**src/rtl/calc_pkg.sv**
```systemverilog
// Shared types and constants for the calculator sequencing controller.
package calc_pkg;

   // Controller states, in the order a normal calculation walks through them
   typedef enum logic [2:0] {
      ST_OP1    = 3'd0,
      ST_OP2    = 3'd1,
      ST_EXEC   = 3'd2,
      ST_WAIT   = 3'd3,
      ST_RESULT = 3'd4,
      ST_ERROR  = 3'd5
   } state_t;

   // Keypad event classes as delivered by the push-button decoder
   typedef enum logic [1:0] {
      KEY_DIG = 2'd0,
      KEY_OP  = 2'd1,
      KEY_ENT = 2'd2,
      KEY_CLR = 2'd3
   } key_type_t;

   // ALU operations understood by the datapath
   typedef enum logic [2:0] {
      ADD = 3'd0,
      SUB = 3'd1,
      MUL = 3'd2,
      AND = 3'd3,
      OR  = 3'd4,
      XOR = 3'd5
   } opcode_t;

   localparam logic [2:0] OPCODE_MAX  = 3'd5;
   localparam logic [7:0] OPERAND_MAX = 8'd255;
   localparam logic [3:0] DIGIT_MAX   = 4'd9;

   // True when the low three key bits name an operation the ALU implements
   function automatic logic isValidOpcode(input logic [2:0] code);
      return code <= OPCODE_MAX;
   endfunction

   // True when a digit key carries a decimal digit rather than a stray code
   function automatic logic isValidDigit(input logic [3:0] digit);
      return digit <= DIGIT_MAX;
   endfunction

endpackage

```
**src/rtl/calc_digit_acc.sv**
```systemverilog
// Decimal digit accumulator: appends one digit to an 8-bit operand.
// Purely combinational; the controller decides whether to keep the sum.
module calc_digit_acc
   import calc_pkg::*;
(
   input  logic [7:0] acc,
   input  logic [3:0] digit,
   output logic [7:0] sum,
   output logic       ovf
);

   // 255*10 + 9 = 2559 needs 12 bits, so the intermediate never wraps
   logic [11:0] wideSum;

   // Shift the operand one decimal place left and add the new digit
   always_comb begin
      wideSum = ({4'b0000, acc} * 12'd10) + {8'h00, digit};
      ovf     = wideSum > {4'b0000, OPERAND_MAX};
      sum     = wideSum[7:0];
   end

endmodule

```
**src/rtl/calc_ctrl.sv**
```systemverilog
// Sequencing controller for the calculator datapath.
// Builds two decimal operands from keypad strobes, launches the ALU with a
// single-cycle enable, supervises the ALU handshake with a timeout and holds
// the result for the display drivers. Every output comes straight from a flop.
module calc_ctrl
   import calc_pkg::*;
#(
   parameter int ALU_TIMEOUT = 15
) (
   input  logic       clk,
   input  logic       nrst,
   input  logic       key_valid,
   input  logic [1:0] key_type,
   input  logic [3:0] key_val,
   input  logic       alu_done,
   input  logic       alu_ovf,
   input  logic [8:0] alu_result,
   output logic [7:0] op1,
   output logic [7:0] op2,
   output logic [2:0] opcode,
   output logic       alu_en,
   output logic [8:0] disp_val,
   output logic       err,
   output logic       busy
);

   // Wide enough to hold ALU_TIMEOUT itself; at least one bit
   localparam int CNT_W = (ALU_TIMEOUT > 1) ? $clog2(ALU_TIMEOUT + 1) : 1;

   state_t           state_q, state_d;
   logic [7:0]       op1_q, op1_d;
   logic [7:0]       op2_q, op2_d;
   opcode_t          opcode_q, opcode_d;
   logic [8:0]       result_q, result_d;
   logic             op2Seen_q, op2Seen_d;
   logic [CNT_W-1:0] timeoutCnt_q, timeoutCnt_d;

   logic             aluEn_q;
   logic [8:0]       dispVal_q, dispVal_d;
   logic             err_q;
   logic             busy_q;

   key_type_t        keyType;
   logic             keyDigit;
   logic             keyOp;
   logic             keyEnter;
   logic             keyClear;

   logic [7:0]       accIn;
   logic [7:0]       accSum;
   logic             accOvf;

   assign keyType = key_type_t'(key_type);

   // Qualify raw key strobes; malformed digits and opcodes never reach the FSM
   always_comb begin
      keyDigit = key_valid && (keyType == KEY_DIG) && isValidDigit(key_val);
      keyOp    = key_valid && (keyType == KEY_OP)  && isValidOpcode(key_val[2:0]);
      keyEnter = key_valid && (keyType == KEY_ENT);
      keyClear = key_valid && (keyType == KEY_CLR);
   end

   // One shared accumulator: second operand while in OP2, first operand otherwise
   always_comb begin
      accIn = (state_q == ST_OP2) ? op2_q : op1_q;
   end

   calc_digit_acc uDigitAcc (
      .acc   (accIn),
      .digit (key_val),
      .sum   (accSum),
      .ovf   (accOvf)
   );

   // Next-state and next-register computation; clear overrides everything
   always_comb begin
      state_d      = state_q;
      op1_d        = op1_q;
      op2_d        = op2_q;
      opcode_d     = opcode_q;
      result_d     = result_q;
      op2Seen_d    = op2Seen_q;
      timeoutCnt_d = timeoutCnt_q;

      if (keyClear) begin
         state_d      = ST_OP1;
         op1_d        = 8'd0;
         op2_d        = 8'd0;
         opcode_d     = ADD;
         result_d     = 9'd0;
         op2Seen_d    = 1'b0;
         timeoutCnt_d = '0;
      end else begin
         unique case (state_q)
            ST_OP1: begin
               if (keyDigit) begin
                  if (accOvf) begin
                     state_d = ST_ERROR;
                  end else begin
                     op1_d = accSum;
                  end
               end else if (keyOp) begin
                  opcode_d  = opcode_t'(key_val[2:0]);
                  op2_d     = 8'd0;
                  op2Seen_d = 1'b0;
                  state_d   = ST_OP2;
               end
            end

            ST_OP2: begin
               if (keyDigit) begin
                  if (accOvf) begin
                     state_d = ST_ERROR;
                  end else begin
                     op2_d     = accSum;
                     op2Seen_d = 1'b1;
                  end
               end else if (keyOp) begin
                  if (!op2Seen_q) begin
                     opcode_d = opcode_t'(key_val[2:0]);
                  end
               end else if (keyEnter) begin
                  if (op2Seen_q) begin
                     state_d = ST_EXEC;
                  end
               end
            end

            ST_EXEC: begin
               timeoutCnt_d = CNT_W'(ALU_TIMEOUT);
               state_d      = ST_WAIT;
            end

            ST_WAIT: begin
               if (alu_done) begin
                  if (alu_ovf) begin
                     state_d = ST_ERROR;
                  end else begin
                     result_d = alu_result;
                     state_d  = ST_RESULT;
                  end
               end else if (timeoutCnt_q <= CNT_W'(1)) begin
                  timeoutCnt_d = '0;
                  state_d      = ST_ERROR;
               end else begin
                  timeoutCnt_d = timeoutCnt_q - CNT_W'(1);
               end
            end

            ST_RESULT: begin
               if (keyDigit) begin
                  op1_d   = {4'h0, key_val};
                  state_d = ST_OP1;
               end else if (keyOp) begin
                  if (result_q[8]) begin
                     state_d = ST_ERROR;
                  end else begin
                     // Chain the result as the new first operand; the second
                     // operand starts fresh exactly as it does from OP1
                     op1_d     = result_q[7:0];
                     opcode_d  = opcode_t'(key_val[2:0]);
                     op2_d     = 8'd0;
                     op2Seen_d = 1'b0;
                     state_d   = ST_OP2;
                  end
               end
            end

            ST_ERROR: begin
               state_d = ST_ERROR;
            end

            default: begin
               state_d = ST_OP1;
            end
         endcase
      end
   end

   // Display value follows the state being entered so it lands with the state
   always_comb begin
      dispVal_d = 9'd0;
      unique case (state_d)
         ST_OP1:                  dispVal_d = {1'b0, op1_d};
         ST_OP2, ST_EXEC, ST_WAIT: dispVal_d = {1'b0, op2_d};
         ST_RESULT:               dispVal_d = result_d;
         default:                 dispVal_d = 9'd0;
      endcase
   end

   // State, operand registers and registered outputs; reset drops everything at once
   always_ff @(posedge clk or negedge nrst) begin
      if (!nrst) begin
         state_q      <= ST_OP1;
         op1_q        <= 8'd0;
         op2_q        <= 8'd0;
         opcode_q     <= ADD;
         result_q     <= 9'd0;
         op2Seen_q    <= 1'b0;
         timeoutCnt_q <= '0;
         aluEn_q      <= 1'b0;
         dispVal_q    <= 9'd0;
         err_q        <= 1'b0;
         busy_q       <= 1'b0;
      end else begin
         state_q      <= state_d;
         op1_q        <= op1_d;
         op2_q        <= op2_d;
         opcode_q     <= opcode_d;
         result_q     <= result_d;
         op2Seen_q    <= op2Seen_d;
         timeoutCnt_q <= timeoutCnt_d;
         aluEn_q      <= (state_d == ST_EXEC);
         dispVal_q    <= dispVal_d;
         err_q        <= (state_d == ST_ERROR);
         busy_q       <= (state_d == ST_EXEC) || (state_d == ST_WAIT);
      end
   end

   assign op1      = op1_q;
   assign op2      = op2_q;
   assign opcode   = opcode_q;
   assign alu_en   = aluEn_q;
   assign disp_val = dispVal_q;
   assign err      = err_q;
   assign busy     = busy_q;

endmodule

```
**config.mk**
```make
export PLATFORM = sky130hd
export DESIGN_NAME = calc_ctrl
export DESIGN_NICKNAME = d
export VERILOG_FILES = /design/src/rtl/calc_pkg.sv /design/src/rtl/calc_digit_acc.sv /design/src/rtl/calc_ctrl.sv
export SDC_FILE = /design/constraint.sdc
export NUM_CORES = 1
export LEC_CHECK = 0
export ABC_CLOCK_PERIOD_IN_PS = 5300
export CAP_MARGIN = 5
export CORE_MARGIN = 3
export CORE_UTILIZATION = 45
export CTS_BUF_LIST = sky130_fd_sc_hd__clkbuf_8
export DETAILED_ROUTE_END_ITERATION = 6
export PLACE_DENSITY_LB_ADDON = 0.08
export SLEW_MARGIN = 20
export SYNTH_ARGS = -nofsm -noshare
export SYNTH_HDL_FRONTEND = slang
export SYNTH_SLANG_ARGS = --single-unit
```
**constraint.sdc**
```tcl
create_clock -name clk -period 5.3 [get_ports clk]
set_input_delay 1.06 -clock clk [delete_from_list [all_inputs] [get_ports clk]]
set_output_delay 1.06 -clock clk [all_outputs]
set_load 0.03 [all_outputs]
```
==> results of run 1 <==
==> worst min-delay path, stage by stage (launching register included) <==
cell,delay (ps)
sky130_fd_sc_hd__dfrtp_1,410
sky130_fd_sc_hd__inv_1,60
sky130_fd_sc_hd__nor3_1,50
==> path summary, 6_finish.rpt <==
path / depth (start not counted) / slack (ps) / endpoint / startpoint
worst max-delay path: 15 / 490 / disp_val[3]$_DFF_PN0_ / state_q[2]$_DFF_PN0_
worst min-delay path: 2 / 550 / alu_en$_DFF_PN0_ / op2Seen_q$_DFFE_PN0P_
worst max register to register: 15 / 490 / disp_val[3]$_DFF_PN0_ / state_q[2]$_DFF_PN0_
worst min register to register: 2 / 550 / alu_en$_DFF_PN0_ / op2Seen_q$_DFFE_PN0P_
max in group asynchronous: 2 / 4040 / timeoutCnt_q[1]$_DFFE_PN0P_ / nrst
min in group asynchronous: 2 / 840 / op2[7]$_DFF_PN0_ / nrst
==> placed cells by master, fill, tap and decap left out, types with 3 or more instances in the layout <==
master                            synthesis  routed
sky130_fd_sc_hd__clkdlybuf4s50_1          0      49
sky130_fd_sc_hd__dfrtp_1                 48      48
sky130_fd_sc_hd__nor2_1                  37      37
sky130_fd_sc_hd__nand2_1                 35      35
sky130_fd_sc_hd__a21oi_1                 26      26
sky130_fd_sc_hd__mux2i_1                 25      25
sky130_fd_sc_hd__inv_1                   23      23
sky130_fd_sc_hd__o21ai_0                 20      20
sky130_fd_sc_hd__nand3_1                 16      16
sky130_fd_sc_hd__ha_1                    14      14
sky130_fd_sc_hd__nor3_1                  13      13
sky130_fd_sc_hd__buf_4                    0       8
sky130_fd_sc_hd__xor2_1                   7       7
sky130_fd_sc_hd__a22oi_1                  6       6
sky130_fd_sc_hd__clkbuf_8                 0       6
sky130_fd_sc_hd__nand2b_1                 5       5
sky130_fd_sc_hd__a21o_1                   5       5
sky130_fd_sc_hd__o31ai_1                  5       5
sky130_fd_sc_hd__and3_1                   4       4
sky130_fd_sc_hd__nor3b_1                  4       4
sky130_fd_sc_hd__o221ai_1                 4       4
sky130_fd_sc_hd__o2bb2ai_1                4       4
sky130_fd_sc_hd__nand3b_1                 3       3
sky130_fd_sc_hd__o32ai_1                  3       3
sky130_fd_sc_hd__a211oi_1                 3       3
sky130_fd_sc_hd__a2bb2oi_1                3       3
==> stage by stage <==
stage | total power [uW] | util, % | worst slack (ps)
after floorplan | 1790 | - | 1010
after global placement | 2320 | 56.3 | 641
after detailed placement | 2340 | 56.3 | 569
after CTS | 2630 | 58.1 | 538
after global routing | 2840 | 58.1 | 234
final | 2650 | 58.1 | 493
==> registers in the layout, indices dropped and copies added (netlist names) <==
name / flops
disp_val: 9
result_q: 9
op1: 8
op2: 8
timeoutCnt_q: 4
opcode: 3
state_q: 3
alu_en: 1
busy: 1
err: 1
op2Seen_q: 1
==> cells by family (layout without fill, tap and decap cells) <==
logic type      after synthesis  in the layout  synth area share [%]
compound gates              106            106                  22.2
xor+xnor                      9              9                  2.39
simple gates                129            129                  19.4
fa+ha+maj                    16             16                  6.54
flops                        48             48                  36.5
mux                          28             28                  8.70
buf+inv                      37             89                  4.30
==> layout make-up <==
| cell class | instances | area (um^2) |
|---|---|---|
| repair buffers | 58 | 556 |
| clock buffers | 6 | 82.6 |
| clock inverters | 2 | 38.8 |
| fillers | 639 | 2910 |
| flip-flops and latches | 48 | 1200 |
| well taps | 96 | 120 |
| inverters | 23 | 86.3 |
| multi-input cells | 288 | 1950 |
==> power by group through the flow <==
stage | logic (uW) | registers, uW | clock network, uW
final | 1790 | 575 | 287
after global routing | 1940 | 588 | 305
after CTS | 1770 | 574 | 291
after detailed placement | 1760 | 582 | 0
after global placement | 1740 | 580 | 0
after floorplan | 1090 | 695 | 0
==> layer usage <==
| metal | share of wire, % | global-route usage, % | wire (um) | vias up |
|---|---|---|---|---|
| li1 | - | - | - | 1467 |
| met1 | 44 | 34.1 | 4410 | 1549 |
| met2 | 47 | 39.3 | 4720 | 133 |
| met3 | 6.3 | 3.31 | 632 | 24 |
| met4 | 2.7 | 8.17 | 266 | 0 |
| met5 | 0 | 0 | 0 | - |
==> results.md, run 1 <==
Clock network:
- Counting along the longest clock path gives a buffer depth of 2.
- The clock transition time at the flip-flop clock pins of the worst setup and hold paths is 100 ps.
- CTS placed an instance of sky130_fd_sc_hd__clkbuf_8 at the clock tree root.
- Buffers inserted to repair hold after CTS numbered 0.
- Once the clock tree was built, the setup fixing pass inserted 0 buffers.
- For the worst-skew pair, the clock arrives at the later sink with an insertion delay of 310 ps.
- The total number of clock tree sinks is 48.
- The post-CTS resize count is 0.
- The TritonCTS buffer count is 5.
- The level count of the clock H-tree is 2.
- TritonCTS built the clock tree.

Worst hold path:
- The worst hold-check path type is reg -> reg.

Flow run:
- Across the run, the number of max-cap violations was 0.

Timing:
- The transition time at the pin with the least slew margin is 1070 ps.
- Derived from the worst setup path, the maximum achievable clock frequency is 208 MHz.
- The final hold slack is 551 ps.
- Setup total negative slack on the finished layout was measured at 0 ps.
- The final clock skew is 5.32 ps.
- The remaining max-slew budget at the tightest pin is 28.3%.
- The final max-slew violation count was 0.
- After layout, the worst path uses 90.7% of the clock period.
- The final hold violation count is 0.
- The number of endpoints failing setup at the final stage is 0.
- The smallest clock period supported by the final layout is computed as 4810 ps.
- Setup repair after global routing left no endpoint under its margin.

Logic synthesis:
- Counting every instance in the synthesized netlist gives 373.
- After synthesis, the most frequently instantiated cells are sky130_fd_sc_hd__dfrtp_1, sky130_fd_sc_hd__nor2_1, sky130_fd_sc_hd__nand2_1.
- The share of the synthesized area in the top cell type is 36.5%.
- In the synthesized netlist the async set-or-reset flop fraction comes to 100%.
- By area the synthesized netlist is led by sky130_fd_sc_hd__dfrtp_1, sky130_fd_sc_hd__mux2i_1, sky130_fd_sc_hd__ha_1.
- Counting flops with a built-in enable in the synthesized netlist gives 0.
- The number of synthesis warnings is 0.
- The synthesized design contains 48 register bits.
- In this run the cell area of the synthesized design comes to 0.00329 mm^2.
- Dividing the synthesized area by the synthesized cell count gives 8.83 um^2.
- The cell type with the highest aggregate area in the netlist is sky130_fd_sc_hd__dfrtp_1.
- The cell with the most instances after synthesis is sky130_fd_sc_hd__dfrtp_1.
- The sequential element share of the synthesized area is 36.5%.
- The most used flip-flop cell after synthesis is sky130_fd_sc_hd__dfrtp_1.
- The number of nets in the synthesized netlist is 409.
- Synthesis instantiated 57 different standard cells from the library.

Power and ir drop:
- For this design the static power due to leakage is 0.00183 uW.
- The share of total power dissipated in combinational logic is 67.5%.
- Across the VDD grid, the largest voltage drop is 0.303 mV.
- The clock share of power is 10.8%.
- Net switching is 50.2% of the power.
- Registers are responsible for 21.7% of the overall power.
- The internal power component is 1320 uW.
- The total power per unit cell area is 658 mW/mm^2.
- The switching power total is 1330 uW.

GRT:
- The number of global-route vias before repair is 3111.
- The initial antenna violation count is 0.
- The aggregate global-route resource usage is 24.5%.
- The pin count of the biggest net entering global routing is 49.
- The total global routing overflow is 0.
- The wire length of the first global-routing pass is 16300 um.

Worst setup path:
- The type of the setup path with the least slack is reg -> reg.
- The nature of the critical path startpoint is a flip-flop.
- Of all nets on the critical path, the largest fanout is 15.
- The signal on the critical path passes through nor3b_1, buf_4, mux2i_1, inv_1, ha_1, ha_1, fa_1, or4b_1, o31a_1, or3_4, or2_1, or3_1, a31oi_2, mux2i_1, o32ai_1.
- For this design, the slowest cell found on the critical path is sky130_fd_sc_hd__dfrtp_1.
- STA puts the critical path data required time at 5520 ps.
- The peak per-stage delay on the critical path is 560 ps.
- The buffers plus inverters on the worst setup path is 2.
- The kind of end point of the critical path is a flip-flop.
- The family with the most delay on the worst path is simple AND/OR/NAND/NOR gates.
- The data arrival time of the critical path is 5020 ps.

Die:
- The area of the core is 0.00694 mm^2.
- The die covers 0.00838 mm^2.
- The floorplan step set the die width to 91.5 um.
- The initial utilization of the core area, before any placement, comes to 47.4%.
- During I/O placement, the number of pins put on the boundary was 51.
- The site row count is 30.
- The die span in y is 91.5 um.

Outcome:
- The flow ran to the end, and the final reports show no timing, DRC or antenna violations.

Layout:
- The post-route standard cell area excluding fillers is 0.00403 mm^2.
- The proportion of layout cells with a drive suffix above 1 is 7.06%.
- The area added between synthesis and finish is 22.5%.
- The repair_antennas step left the layout with diodes totalling 0.
- In the final design database the tool counted 460 nets.
- Once layout is complete, the cells apart from fillers number 521.

Placement:
- The number of placed instances with taps included is 513.
- At the end of routability-driven placement, the weighted congestion stood at 0.956.
- The placed instances occupy a cell area of 0.00391 mm^2.
- Detailed placement finished with a half-perimeter wire length of 7580 um.
- The port buffer count is 50.

Detailed routing:
- The post-detailed-route DRC marker count is 0.
- The count of nets left with antenna violations once routing finished came out at 0.
- The first-pass iteration count of the detailed router is 6.
- After detailed routing, the number of vias per cell comes to 6.09.
- Summing over every cut layer, the via total after detailed routing is 3173.
- The routed length per instance is 19.2 um.
- In this run, the number of DRC markers left after iteration 0 of detailed routing was 230.
- The routed design has 10000 um of wire.
Power figures use the tool's default switching activity.
==> inputs of run 2 (changes only) <==
REMOVE_ABC_BUFFERS = 1   (was unset)
==> results.md, run 2 (synthesis gave the netlist of run 1 again) <==
Timing:
- The shortest clock period the worst path allows after layout was 4740 ps (-71.2 ps).
- The transition time at the pin with the least slew margin was 798 ps (-273 ps).
- Setup repair after global routing left no endpoint under its margin.
- The final clock skew was 11.8 ps (+6.50 ps).
- The final max-slew violation count is 0 (unchanged).
- The number of endpoints failing setup at the final stage is 0 (unchanged).
- The ratio of final minimum period to clock period is 89.3% (-1.3 points).
- The final hold violation count is 0 (unchanged).
- The maximum frequency from static timing analysis is 211 MHz (+1.5%).
- The remaining max-slew budget at the tightest pin was 46.4% (+18 points).
- The setup TNS after final layout is 0 ps (unchanged).

Placement:
- The number of placed instances with taps included is 514 (+0.19%).
- The port buffer count was 50 (unchanged).
- The final weighted congestion in routability-driven placement came to 0.929 (-2.8%).
- The post-detailed-placement half-perimeter wirelength came to 7570 um (-0.13%).

Layout:
- The footprint of the multi-input gates is 0.00195 mm^2 (+0.13%).
- The proportion of layout cells with a drive suffix above 1 came to 7.29% (+0.24 points).
- The library cells used most frequently in the layout, excluding fill and tap cells, are sky130_fd_sc_hd__clkdlybuf4s50_1, sky130_fd_sc_hd__dfrtp_1, sky130_fd_sc_hd__nor2_1.
- The number of standard cells in the final layout excluding fillers came to 521 (unchanged).
- The antenna diode count was 0 (unchanged).
- The area added between synthesis and finish is 21.9%.
- The storage element area is 0.00120 mm^2 (unchanged).
- The count of filler cells inserted in the layout is 644 (+0.78%).
- Leaving out fill and tap cells, the most frequent cell in the layout is sky130_fd_sc_hd__clkdlybuf4s50_1.
- The final layout net count was 461 (+0.22%).

Die:
- The site row count is 30 (unchanged).
- The initial cell density of the core was 47.4% (unchanged).
- The area of the core is 0.00694 mm^2 (unchanged).
- The die span in y is 91.5 um (unchanged).
- The total die area is 0.00838 mm^2 (unchanged).
- The boundary pin count was 51 (unchanged).
- The horizontal die dimension came to 91.5 um (unchanged).

Clock network:
- TritonCTS built the clock tree.
- The insertion delay of the later-clocked pin in the worst-skew pair is 310 ps (about the same).
- The clock transition time at the flip-flop clock pins of the worst setup and hold paths is 100 ps (about the same).
- The root buffer cell is sky130_fd_sc_hd__clkbuf_8.
- The total number of clock tree sinks was 48 (unchanged).
- The cts-stage hold buffer count is 0 (unchanged).
- The buffers inserted during post-CTS setup optimization is 0 (unchanged).
- The TritonCTS buffer count was 5 (unchanged).
- The maximum count of clock buffers along a single path is 2 (unchanged).
- The post-CTS resize count was 0 (unchanged).
- The level count of the clock H-tree is 2 (unchanged).

Detailed routing:
- The final wirelength came to 9970 um (-0.61%).
- The post-detailed-route DRC marker count is 0 (unchanged).
- The total via count in the routed design is 3098 (-2.4%).
- The remaining antenna violation count was 0 (unchanged).
- The first-pass iteration count of the detailed router is 4 (-2).
- The routed length per instance came to 19.1 um (-0.61%).
- The via-per-instance ratio is 5.95 (-2.4%).
- The first-iteration detailed-routing DRC count came to 203 (-12%).

Worst setup path:
- The data arrival time of the critical path was 4980 ps (-40 ps).
- The number of cells on the worst reg-to-reg path is 14 (-1).
- The required time of the worst setup path is 5550 ps (+30 ps).
- The largest fanout on the critical path is 13 (-2).
- The destination of the worst register-to-register timing path is disp_val[5]$_DFF_PN0_.
- The register-to-register setup slack is 560 ps (+70 ps).
- The kind of end point of the critical path is a flip-flop.
- The startpoint of the worst-slack reg-to-reg timing path is state_q[1]$_DFF_PN0_.
- The worst setup path is of the reg -> reg kind.
- The nature of the critical path startpoint is a flip-flop.

GRT:
- The wire length of the first global-routing pass was 16400 um (+0.46%).
- The number of global-route vias before repair came to 3085 (-0.84%).
- The fraction of met1 tracks used by global routing is 32.8% (-1.3 points).
- The pin count of the biggest net entering global routing came to 49 (unchanged).
- The met3 track demand over resource was 4.31% (+0.99 points).
- The initial antenna violation count is 0 (unchanged).
- The global routing met2 resource utilization was 42.4% (+3.1 points).
- The total global routing overflow is 0 (unchanged).
- The aggregate global-route resource usage came to 25.0% (+0.41 points).
- The layer flagged by global routing as most heavily used is met2.

Worst hold path:
- The destination of the worst hold path is opcode[2]$_DFFE_PN0P_.
- The worst hold path depth was 2 (unchanged).
- The launch point of the worst hold path is opcode[2]$_DFFE_PN0P_.
- The worst hold-check path type is reg -> reg.

Power and ir drop:
- The final total power is 2590 uW (-2.2%).
- The reported leakage power is 0.00182 uW (-0.49%).
- The total power per unit cell area is 646 mW/mm^2 (-1.7%).
- The peak supply drop was 0.285 mV (-5.9%).

Outcome:
- The flow ran to the end, and the final reports show no timing, DRC or antenna violations.

Flow run:
- The number of max-cap violations is 0 (unchanged).
## run 2: cell count changes in the layout (fill, tap and decap cells not counted), sizes merged
cell	delta
buf	+1
bufinv	-1
## run 2: layout make-up
| cell class | count | area share, % |
|---|---|---|
| repair buffers | 59 | 14.0 |
| clock buffers | 6 | 2.06 |
| multi-input cells | 288 | 48.6 |
| inverters | 23 | 2.15 |
| clock inverters | 1 | 0.218 |
| flip-flops and latches | 48 | 29.9 |
| well taps | 96 | 2.99 |
## run 2: metal layers
metal	vias to the layer above	share of wire [%]
li1	1462	-
met1	1499	44
met2	127	49
met3	10	5.8
met4	0	1.2
met5	-	0
## run 2: power breakdown
part | switching, uW | internal, uW
clock | 130 | 104
sequential | 98.6 | 468
combinational | 1090 | 698
## run 2: worst max path at each step
stage                               from               endpoint  slack [ps]
global route        state_q[1]$_DFF_PN0_  disp_val[5]$_DFF_PN0_         310
floorplan           state_q[0]$_DFF_PN0_  disp_val[3]$_DFF_PN0_         270
global placement    state_q[1]$_DFF_PN0_  disp_val[5]$_DFF_PN0_         760
finish              state_q[1]$_DFF_PN0_  disp_val[5]$_DFF_PN0_         560
detailed placement  state_q[1]$_DFF_PN0_  disp_val[5]$_DFF_PN0_         660
CTS                 state_q[1]$_DFF_PN0_  disp_val[5]$_DFF_PN0_         630
## run 2: worst max-delay path, stage by stage, from the launching register on
cell	delay (ps)
sky130_fd_sc_hd__dfrtp_1	510
sky130_fd_sc_hd__nor3b_1	260
sky130_fd_sc_hd__buf_4	240
sky130_fd_sc_hd__mux2i_1	310
sky130_fd_sc_hd__inv_1	80
sky130_fd_sc_hd__ha_1	190
sky130_fd_sc_hd__ha_1	220
sky130_fd_sc_hd__fa_1	430
sky130_fd_sc_hd__or4b_1	530
sky130_fd_sc_hd__o31a_1	320
sky130_fd_sc_hd__or3_4	430
sky130_fd_sc_hd__nor4_4	480
sky130_fd_sc_hd__nand2_1	150
sky130_fd_sc_hd__a221oi_1	350
sky130_fd_sc_hd__o31a_1	180
## run 2: per-stage QoR
stage	setup WS, ps	util (%)	instance area (um^2)	hold slack [ps]
detailed placement	656	56.5	3920	521
finish	565	57.8	4010	543
floorplan	274	-	3240	486
CTS	634	57.8	4010	547
global route	311	57.8	4010	575
global placement	757	56.5	3920	526
==> inputs of run 3 (changes only) <==
HOLD_SLACK_MARGIN = 0.1   (was unset)
==> results of run 3 <==
Final layout, timing and power as in run 2 (identical DEF).
